## src/rtl/stunir_pos_pkg.sv

```systemverilog
// stunir_pos_pkg: opcode/state types and encodings shared by the position unit
package stunir_pos_pkg;
    localparam logic [1:0] ENC_GET = 2'b00;
    localparam logic [1:0] ENC_SET = 2'b01;
    localparam logic [1:0] ENC_ADD = 2'b10;
    localparam logic [1:0] ENC_SUB = 2'b11;
    typedef enum logic [1:0] {
        OP_GET = ENC_GET,
        OP_SET = ENC_SET,
        OP_ADD = ENC_ADD,
        OP_SUB = ENC_SUB
    } pos_op_t;
    typedef enum logic [1:0] {
        ST_IDLE,
        ST_EXEC,
        ST_DONE
    } pos_state_t;
endpackage

```

## src/rtl/stunir_latency_counter.sv

```systemverilog
// stunir_latency_counter: loadable down-counter whose zero flag ends the execute phase
module stunir_latency_counter #(
    parameter int LATENCY = 1
) (
    input  logic clk,
    input  logic rst,
    input  logic load,
    input  logic dec,
    output logic zero
);
    localparam int CW = LATENCY > 1 ? $clog2(LATENCY) : 1;
    logic [CW-1:0] cnt_q, cnt_d;
    always_comb begin
        cnt_d = load ? CW'(LATENCY - 1) : (dec && cnt_q != '0) ? cnt_q - 1'b1 : cnt_q;
    end
    always_ff @(posedge clk) begin
        if (rst) cnt_q <= '0;
        else     cnt_q <= cnt_d;
    end
    assign zero = cnt_q == '0;
endmodule

```

## src/rtl/stunir_position_unit.sv

```systemverilog
// stunir_position_unit: start/done GET/SET/ADD/SUB position register unit;
// STUNIR_POS_BOUNDS_EN clamps results to [POS_MIN, POS_MAX] and reports ovf.
module stunir_position_unit
    import stunir_pos_pkg::*;
#(
    parameter int               WIDTH   = 32,
    parameter int               LATENCY = 1,
    parameter logic [WIDTH-1:0] POS_MIN = '0,
    parameter logic [WIDTH-1:0] POS_MAX = '1
) (
    input  logic             clk,
    input  logic             rst,
    input  logic             start,
    input  logic [1:0]       op,
    input  logic [WIDTH-1:0] operand,
    output logic             busy,
    output logic             done,
    output logic [WIDTH-1:0] result,
    output logic [WIDTH-1:0] position,
    output logic             ovf,
    output logic             reject
);
    if (WIDTH < 2 || LATENCY < 1 || POS_MIN > POS_MAX) begin : g_bad_params
        $error("stunir_position_unit: illegal WIDTH/LATENCY/POS_MIN/POS_MAX");
    end
`ifdef STUNIR_POS_BOUNDS_EN
    localparam logic [WIDTH-1:0] RST_POS = POS_MIN;
`else
    localparam logic [WIDTH-1:0] RST_POS = '0;
`endif
    pos_state_t       state_q, state_d;
    pos_op_t          op_q, op_d;
    logic [WIDTH-1:0] operand_q, operand_d;
    logic [WIDTH-1:0] position_q, position_d;
    logic [WIDTH-1:0] result_q, result_d;
    logic             ovf_q, ovf_d;
    logic             done_q, done_d;
    logic             reject_q, reject_d;
    logic             accept, finish, cnt_dec, cnt_zero;
    logic [WIDTH-1:0] new_pos;
    logic             new_ovf;

    stunir_latency_counter #(.LATENCY(LATENCY)) u_cnt (
        .clk  (clk),
        .rst  (rst),
        .load (accept),
        .dec  (cnt_dec),
        .zero (cnt_zero)
    );

`ifdef STUNIR_POS_BOUNDS_EN
    logic [WIDTH:0]   sum, diff;
    logic [WIDTH-1:0] raw;
    logic             carry, borrow, hi, lo;
    // carry/borrow force the clamp direction regardless of the wrapped low bits
    always_comb begin
        sum     = {1'b0, position_q} + {1'b0, operand_q};
        diff    = {1'b0, position_q} - {1'b0, operand_q};
        carry   = op_q == OP_ADD && sum[WIDTH];
        borrow  = op_q == OP_SUB && diff[WIDTH];
        raw     = op_q == OP_SET ? operand_q :
                  op_q == OP_ADD ? sum[WIDTH-1:0] :
                  op_q == OP_SUB ? diff[WIDTH-1:0] : position_q;
        hi      = op_q != OP_GET && !borrow && (carry || raw > POS_MAX);
        lo      = op_q != OP_GET && !carry && (borrow || raw < POS_MIN);
        new_pos = hi ? POS_MAX : lo ? POS_MIN : raw;
        new_ovf = hi || lo;
    end
`else
    always_comb begin
        new_pos = op_q == OP_SET ? operand_q :
                  op_q == OP_ADD ? position_q + operand_q :
                  op_q == OP_SUB ? position_q - operand_q : position_q;
        new_ovf = 1'b0;
    end
`endif

    always_comb begin
        state_d = state_q;
        accept  = 1'b0;
        finish  = 1'b0;
        cnt_dec = 1'b0;
        case (state_q)
            ST_EXEC: begin
                finish  = cnt_zero;
                cnt_dec = !cnt_zero;
                state_d = cnt_zero ? ST_DONE : ST_EXEC;
            end
            default: begin
                accept  = start;
                state_d = start ? ST_EXEC : ST_IDLE;
            end
        endcase
    end

    always_comb begin
        op_d       = accept ? pos_op_t'(op) : op_q;
        operand_d  = accept ? operand : operand_q;
        position_d = finish ? new_pos : position_q;
        result_d   = finish ? new_pos : result_q;
        ovf_d      = finish ? new_ovf : ovf_q;
        done_d     = finish;
        reject_d   = start && state_q == ST_EXEC;
    end

    always_ff @(posedge clk) begin
        if (rst) begin
            state_q    <= ST_IDLE;
            op_q       <= OP_GET;
            operand_q  <= '0;
            position_q <= RST_POS;
            result_q   <= '0;
            ovf_q      <= 1'b0;
            done_q     <= 1'b0;
            reject_q   <= 1'b0;
        end else begin
            state_q    <= state_d;
            op_q       <= op_d;
            operand_q  <= operand_d;
            position_q <= position_d;
            result_q   <= result_d;
            ovf_q      <= ovf_d;
            done_q     <= done_d;
            reject_q   <= reject_d;
        end
    end

    assign busy     = state_q == ST_EXEC;
    assign done     = done_q;
    assign result   = result_q;
    assign position = position_q;
    assign ovf      = ovf_q;
    assign reject   = reject_q;
endmodule
```

## config.mk

```make
export PLATFORM = sky130hd
export DESIGN_NAME = stunir_position_unit
export DESIGN_NICKNAME = d
export VERILOG_FILES = /design/src/rtl/stunir_pos_pkg.sv /design/src/rtl/stunir_latency_counter.sv /design/src/rtl/stunir_position_unit.sv
export SDC_FILE = /design/constraint.sdc
export NUM_CORES = 1
export LEC_CHECK = 0
export CAP_MARGIN = 20
export CORE_ASPECT_RATIO = 2
export CORE_MARGIN = 8
export CORE_UTILIZATION = 36
export DETAILED_ROUTE_END_ITERATION = 10
export GPL_TIMING_DRIVEN = 0
export PLACE_DENSITY = 0.61
export SYNTH_ARGS = -nofsm -noshare
export SYNTH_HDL_FRONTEND = slang
export SYNTH_SLANG_ARGS = --single-unit
```

## constraint.sdc

```tcl
create_clock -name clk -period 4.95 [get_ports clk]
set_input_delay 1.485 -clock clk [delete_from_list [all_inputs] [get_ports clk]]
set_output_delay 1.485 -clock clk [all_outputs]
set_load 0.03 [all_outputs]
```

-- Word-level counts from Yosys, hierarchy flattened
Cells that the tools add are included.
- bitwise gates (word level): 1
- muxes and demuxes: 9
- eq/ne operators: 4
- $add $sub $neg: 3
- reductions and logical operators: 5
- operators with widths (operator ; count):
    32-bit 2-to-1 mux ; 3
    32-bit adder ; 1
    32-bit subtractor ; 1
    2-bit by 1-bit equality test with 1-bit output, second input constant ; 2
    2-bit equality test, second input constant ; 2
    1-bit 2-to-1 mux ; 4
    2-bit 2-to-1 mux ; 2
    3-bit nonzero test ; 1
    1-bit logical AND ; 2
    2-bit AND reduction ; 1
    2-bit OR reduction ; 1
    1-bit NOT ; 1
    1-bit subtractor, second input constant ; 1
- input bits: 37
- register bits after elaboration: 71

-- Longest topological paths before layout
- depth in word-level cells: 4
- depth in mapped cells: 17

-- By module
From an unflattened synthesis, not the netlist that was laid out.
- cell total of the unflattened synthesis: 709
- area total of the unflattened synthesis: 5295.1 um2
- by module, submodules not included (module ; area each (um2) ; cells each ; instances):
    stunir_position_unit ; 5256.3 ; 706 ; 1
    stunir_latency_counter ; 38.8 ; 3 ; 1

-- Worst setup path after synthesis
No wires, ideal clock.
- path kind: reg-to-reg
- start: reg operand_q[2]
- end: reg result_q[28], in the netlist result[28]
- path slack: 0.897 ns
- data required time: 4.836 ns
- library setup time: 0.114 ns
- data arrival time: 3.938 ns
- cell stages (with the launch flop): 17
- cells stage by stage: dfxtp_1 or3_1 nor3b_2 nand2_1 or4_1 nor4_2 a21oi_1 xor2_1 ha_1 inv_1 o21bai_1 a21o_1 a221oi_1 o21ai_1 a221oi_1 xor2_1 a2111oi_0
- cells in the longest elaborated chain, start to end: 4
- elaborated cells on any way between the ends: 5
- ends and longest elaborated chain (item ; line ; text):
    start: declaration ; stunir_position_unit.sv:33 ; logic [WIDTH-1:0] operand_q, operand_d;
    start signal: assignment ; stunir_position_unit.sv:119 ; operand_q <= operand_d;
    32-bit subtractor ; stunir_position_unit.sv:73 ; op_q == OP_SUB ? position_q - operand_q : position_q;
    32-bit 2-to-1 mux ; stunir_position_unit.sv:73 ;
    32-bit 2-to-1 mux (*) ; stunir_position_unit.sv:72 ; op_q == OP_ADD ? position_q + operand_q :
    32-bit 2-to-1 mux (*) ; stunir_position_unit.sv:71 ; new_pos = op_q == OP_SET ? operand_q :
    end signal: assignment ; stunir_position_unit.sv:121 ; result_q <= result_d;
    end: declaration ; stunir_position_unit.sv:35 ; logic [WIDTH-1:0] result_q, result_d;
Mark *: on every way between the ends. The rest lies on a longest branch, timed or not. The select of a mux whose other input is x is not followed.
A chain may end at the register's enable or synchronous reset.

-- Worst setup path in the final report
- start: reg operand_q[15]
- end: reg result_q[28], in the netlist result[28]
The elaborated chain is that of the path after synthesis.

==> impl_metrics.json <==
{
  "synthTopCellsByArea": "dfxtp_1 (26%), nand2_1 (8.6%), ha_1 (8.6%)",
  "async_flop_share_pct": 0,
  "end_kind": "register",
  "stdcell_count": 1028,
  "multi_input_comb_area_mm2": 0.00356,
  "clk_pin_slew_ns": 0.06,
  "r2r_slack_ns": 0.28,
  "cp-start-kind": "register",
  "dp_hpwl_um": 17300,
  "yosys.area.top_type": "dfxtp_1",
  "grt_pass1_vias": 6029,
  "die-area_mm2": 0.0194,
  "cts_tree": "built",
  "diodes": 0,
  "critical_path_required_ns": 5.19,
  "layout_commonest_cell": "nand2_1",
  "fin_crit_ns": 4.67,
  "crit_type": "reg2reg",
  "yosysUniqueCellTypes": 60,
  "initial_core_util_pct": 36.5,
  "arrival_ns": 4.91,
  "ant_nets": 0,
  "cts_hold_buf": 0,
  "vias_per_cell": 5.68,
  "synth_edf_count": 0,
  "fillCellCount": 1531,
  "reg2reg_from": "operand_q[15]$_SDFFE_PP0P_",
  "clockBufferDepth": 2,
  "use_met3_pct": 2.87,
  "synthFlopType": "dfxtp_1",
  "syn_area_mm2": 0.00538,
  "gp_congestion": 0.953,
  "cts_buffers": 9,
  "setup_viol": 0,
  "detail_route.drc_violations": 0,
  "status": "finished, final reports clean",
  "ff_latch_area_mm2": 0.00142,
  "path_cells": "clkbuf_1 > nor4_1 > nor4b_4 > nand3_1 > o31ai_1 > xnor2_1 > ha_1 > nand3_1 > nor2_1 > a221oi_1 > o21ai_1 > a221oi_2 > xor2_1 > a2111oi_2",
  "routed_wl_um": 21900,
  "grt.overflow.total": 0,
  "clkSinkCount": 71,
  "track_usage_pct": 22.7,
  "syn_to_final_growth_pct": 30.3,
  "vias": 5839,
  "fp.dieH_um": 189,
  "wl_per_cell_um": 21.3,
  "yosysSeqAreaShare_pct": 26.4,
  "ios": 105,
  "die_x_um": 102,
  "nNetsFinal": 903,
  "drtIter0Drc": 334,
  "hold_class": "reg2reg",
  "report.final.hold_viol_count": 0,
  "cp_max_fo": 8,
  "synth_fp_nets": 788,
  "placed_cells": 1010,
  "grt_util_met1_pct": 20.7,
  "avgSynthCellArea_um2": 7.55,
  "peakVddDrop_uv": 177,
  "core_area_mm2": 0.0147,
  "ys_ff_latch": 71,
  "cap_violations": 0,
  "critPathMaxStageDelay_ns": 0.70,
  "hold_start": "operand_q[31]$_SDFFE_PP0P_",
  "clk_latency_ns": 0.34,
  "busiest_layer": "met2",
  "layout-drive-gt1-share_pct": 7.92,
  "drv_slew": 0,
  "grt_pass1_wl_um": 33100,
  "worst_pin_slew_ns": 1.09,
  "rsz0062_at_grt": "false",
  "cts_root_buf": "clkbuf_16",
  "fmax_mhz": 214,
  "cpMostUsedCell": "nand3_1",
  "rows": 63,
  "ff2ff_path_depth": 14,
  "antenna_found_initial": 0,
  "layout_common_cells": "nand2_1 (124), clkdlybuf4s50_1 (102), a21oi_1 (78), dfxtp_1 (71), nor2_1 (48)",
  "powerDensity_mw_per_mm2": 306,
  "leakage_nw": 2.88,
  "drtPass1Iterations": 5,
  "min_to": "operand_q[31]$_SDFFE_PP0P_",
  "critPathSlowestCell": "nor4_1",
  "hold-path-cell-count": 2,
  "yosys_warnings": 0,
  "use_met2_pct": 43.5,
  "final.setup_skew_ns": 0.00828,
  "syn_inst": 713,
  "fin_crit_sh_pct": 94.3,
  "r2r_end": "result[28]$_SDFFE_PP0P_",
  "post-route-util_pct": 47.6,
  "relSlewSlack_pct": 27.1,
  "synth_top_area_share_pct": 26.4,
  "io_buffers": 102,
  "grt_max_degree": 15,
  "htreeDepth": 3
}
## where the power goes
group / total [W] / internal [W] / leakage (nW) / switching [W]
Sequential: 0.000647 / 0.000601 / 0.580 / 0.0000461
Clock: 0.000674 / 0.000396 / 0.150 / 0.000278
Combinational: 0.000824 / 0.000334 / 2.15 / 0.000490
## metal layers
| metal | up-vias | wire length (um) |
|---|---|---|
| li1 | 2746 | - |
| met1 | 2776 | 7290 |
| met2 | 240 | 12200 |
| met3 | 77 | 1130 |
| met4 | 0 | 1310 |
| met5 | - | 0 |
## synthesized netlist by cell type (3+ instances only)
| library cell | instances |
|---|---|
| nand2_1 | 124 |
| a21oi_1 | 78 |
| dfxtp_1 | 71 |
| nor2_1 | 48 |
| clkbuf_1 | 38 |
| ha_1 | 37 |
| buf_4 | 33 |
| xor2_1 | 25 |
| xnor2_1 | 24 |
| o21ai_0 | 23 |
| a21o_1 | 22 |
| a311oi_1 | 15 |
| a211oi_1 | 13 |
| nand3_1 | 13 |
| nor3_1 | 13 |
| inv_1 | 12 |
| nand2b_1 | 12 |
| o31ai_1 | 10 |
| or3_1 | 8 |
| and3_1 | 7 |
| a31oi_1 | 6 |
| nand4_1 | 6 |
| and2_1 | 5 |
| o211ai_1 | 5 |
| nor2b_1 | 4 |
| o21bai_1 | 4 |
| a221oi_1 | 3 |
| nor4_1 | 3 |
| o21a_1 | 3 |
| o21ai_1 | 3 |
| o31a_1 | 3 |
## worst max-delay path, delay by kind of cell (launching register included)
family                     cells  cell delay, ns
and+or+nand+nor                5            1.73
AOI/OAI and AO/OA              5            1.69
adders and majority gates      1            0.39
DFF                            1            0.30
xor gates and xnor gates       2            0.27
buffers and inverters          1            0.20
## worst max-delay path by stage
stage / startpoint / end / slack, ns / depth (start not counted)
final: operand_q[15]$_SDFFE_PP0P_ / result[28]$_SDFFE_PP0P_ / 0.28 / 14
after global routing: op_q[1]$_SDFFE_PP0P_ / result[29]$_SDFFE_PP0P_ / 0.02 / 14
after CTS: operand_q[2]$_SDFFE_PP0P_ / result[28]$_SDFFE_PP0P_ / 0.02 / 16
after detailed placement: operand_q[2]$_SDFFE_PP0P_ / result[28]$_SDFFE_PP0P_ / -0.29 / 16
after global placement: operand_q[2]$_SDFFE_PP0P_ / result[28]$_SDFFE_PP0P_ / -0.27 / 16
after floorplan: operand_q[2]$_SDFFE_PP0P_ / result[28]$_SDFFE_PP0P_ / 0.90 / 16
## cell type report
cell class,instances,share of cell area [%]
clock buffers,9,3.21
well taps,195,3.48
flip-flops and latches,71,20.3
clock inverters,7,1.12
multi-input cells,557,50.8
repair buffers,104,14.8
plain buffers,73,5.71
inverters,12,0.642
## state kept, by name, indices dropped and copies added (netlist names)
register     flops
state_q          2
op_q             2
done             1
operand_q       32
u_cnt.cnt_q      1
reject           1
result          32
## per-stage QoR
step	cell area, um^2	setup TNS (ns)	power (W)	worst slack [ns]	hold WS, ns
floorplan	5380	0	0.00120	0.897	0.456
global placement	6650	-0.275	0.00145	-0.274	0.479
detailed placement	6650	-0.331	0.00146	-0.287	0.486
CTS	6980	0	0.00214	0.0167	0.494
global route	7010	0	0.00224	0.0199	0.521
finish	7010	0	0.00215	0.280	0.488
## logic make-up (layout without fill, tap and decap cells)
| logic type | count (synthesis) | after routing | synth area share [%] |
|---|---|---|---|
| xor gates and xnor gates | 49 | 49 | 7.97 |
| adders and majority gates | 38 | 38 | 8.97 |
| DFF | 71 | 71 | 26.4 |
| muxes | 2 | 2 | 0.372 |
| and+or+nand+nor | 259 | 259 | 22.9 |
| AOI/OAI and AO/OA | 208 | 208 | 25.1 |
| other | 1 | 1 | 0.0697 |
| buffers and inverters | 85 | 205 | 8.25 |
## what timing repair did
action,in CTS,in global routing
setup endpoints to repair,2,3
buffers inserted,1,1
pin swaps,1,2
gates resized for setup,3,7
No activity file was read; power rests on OpenSTA's default activity.
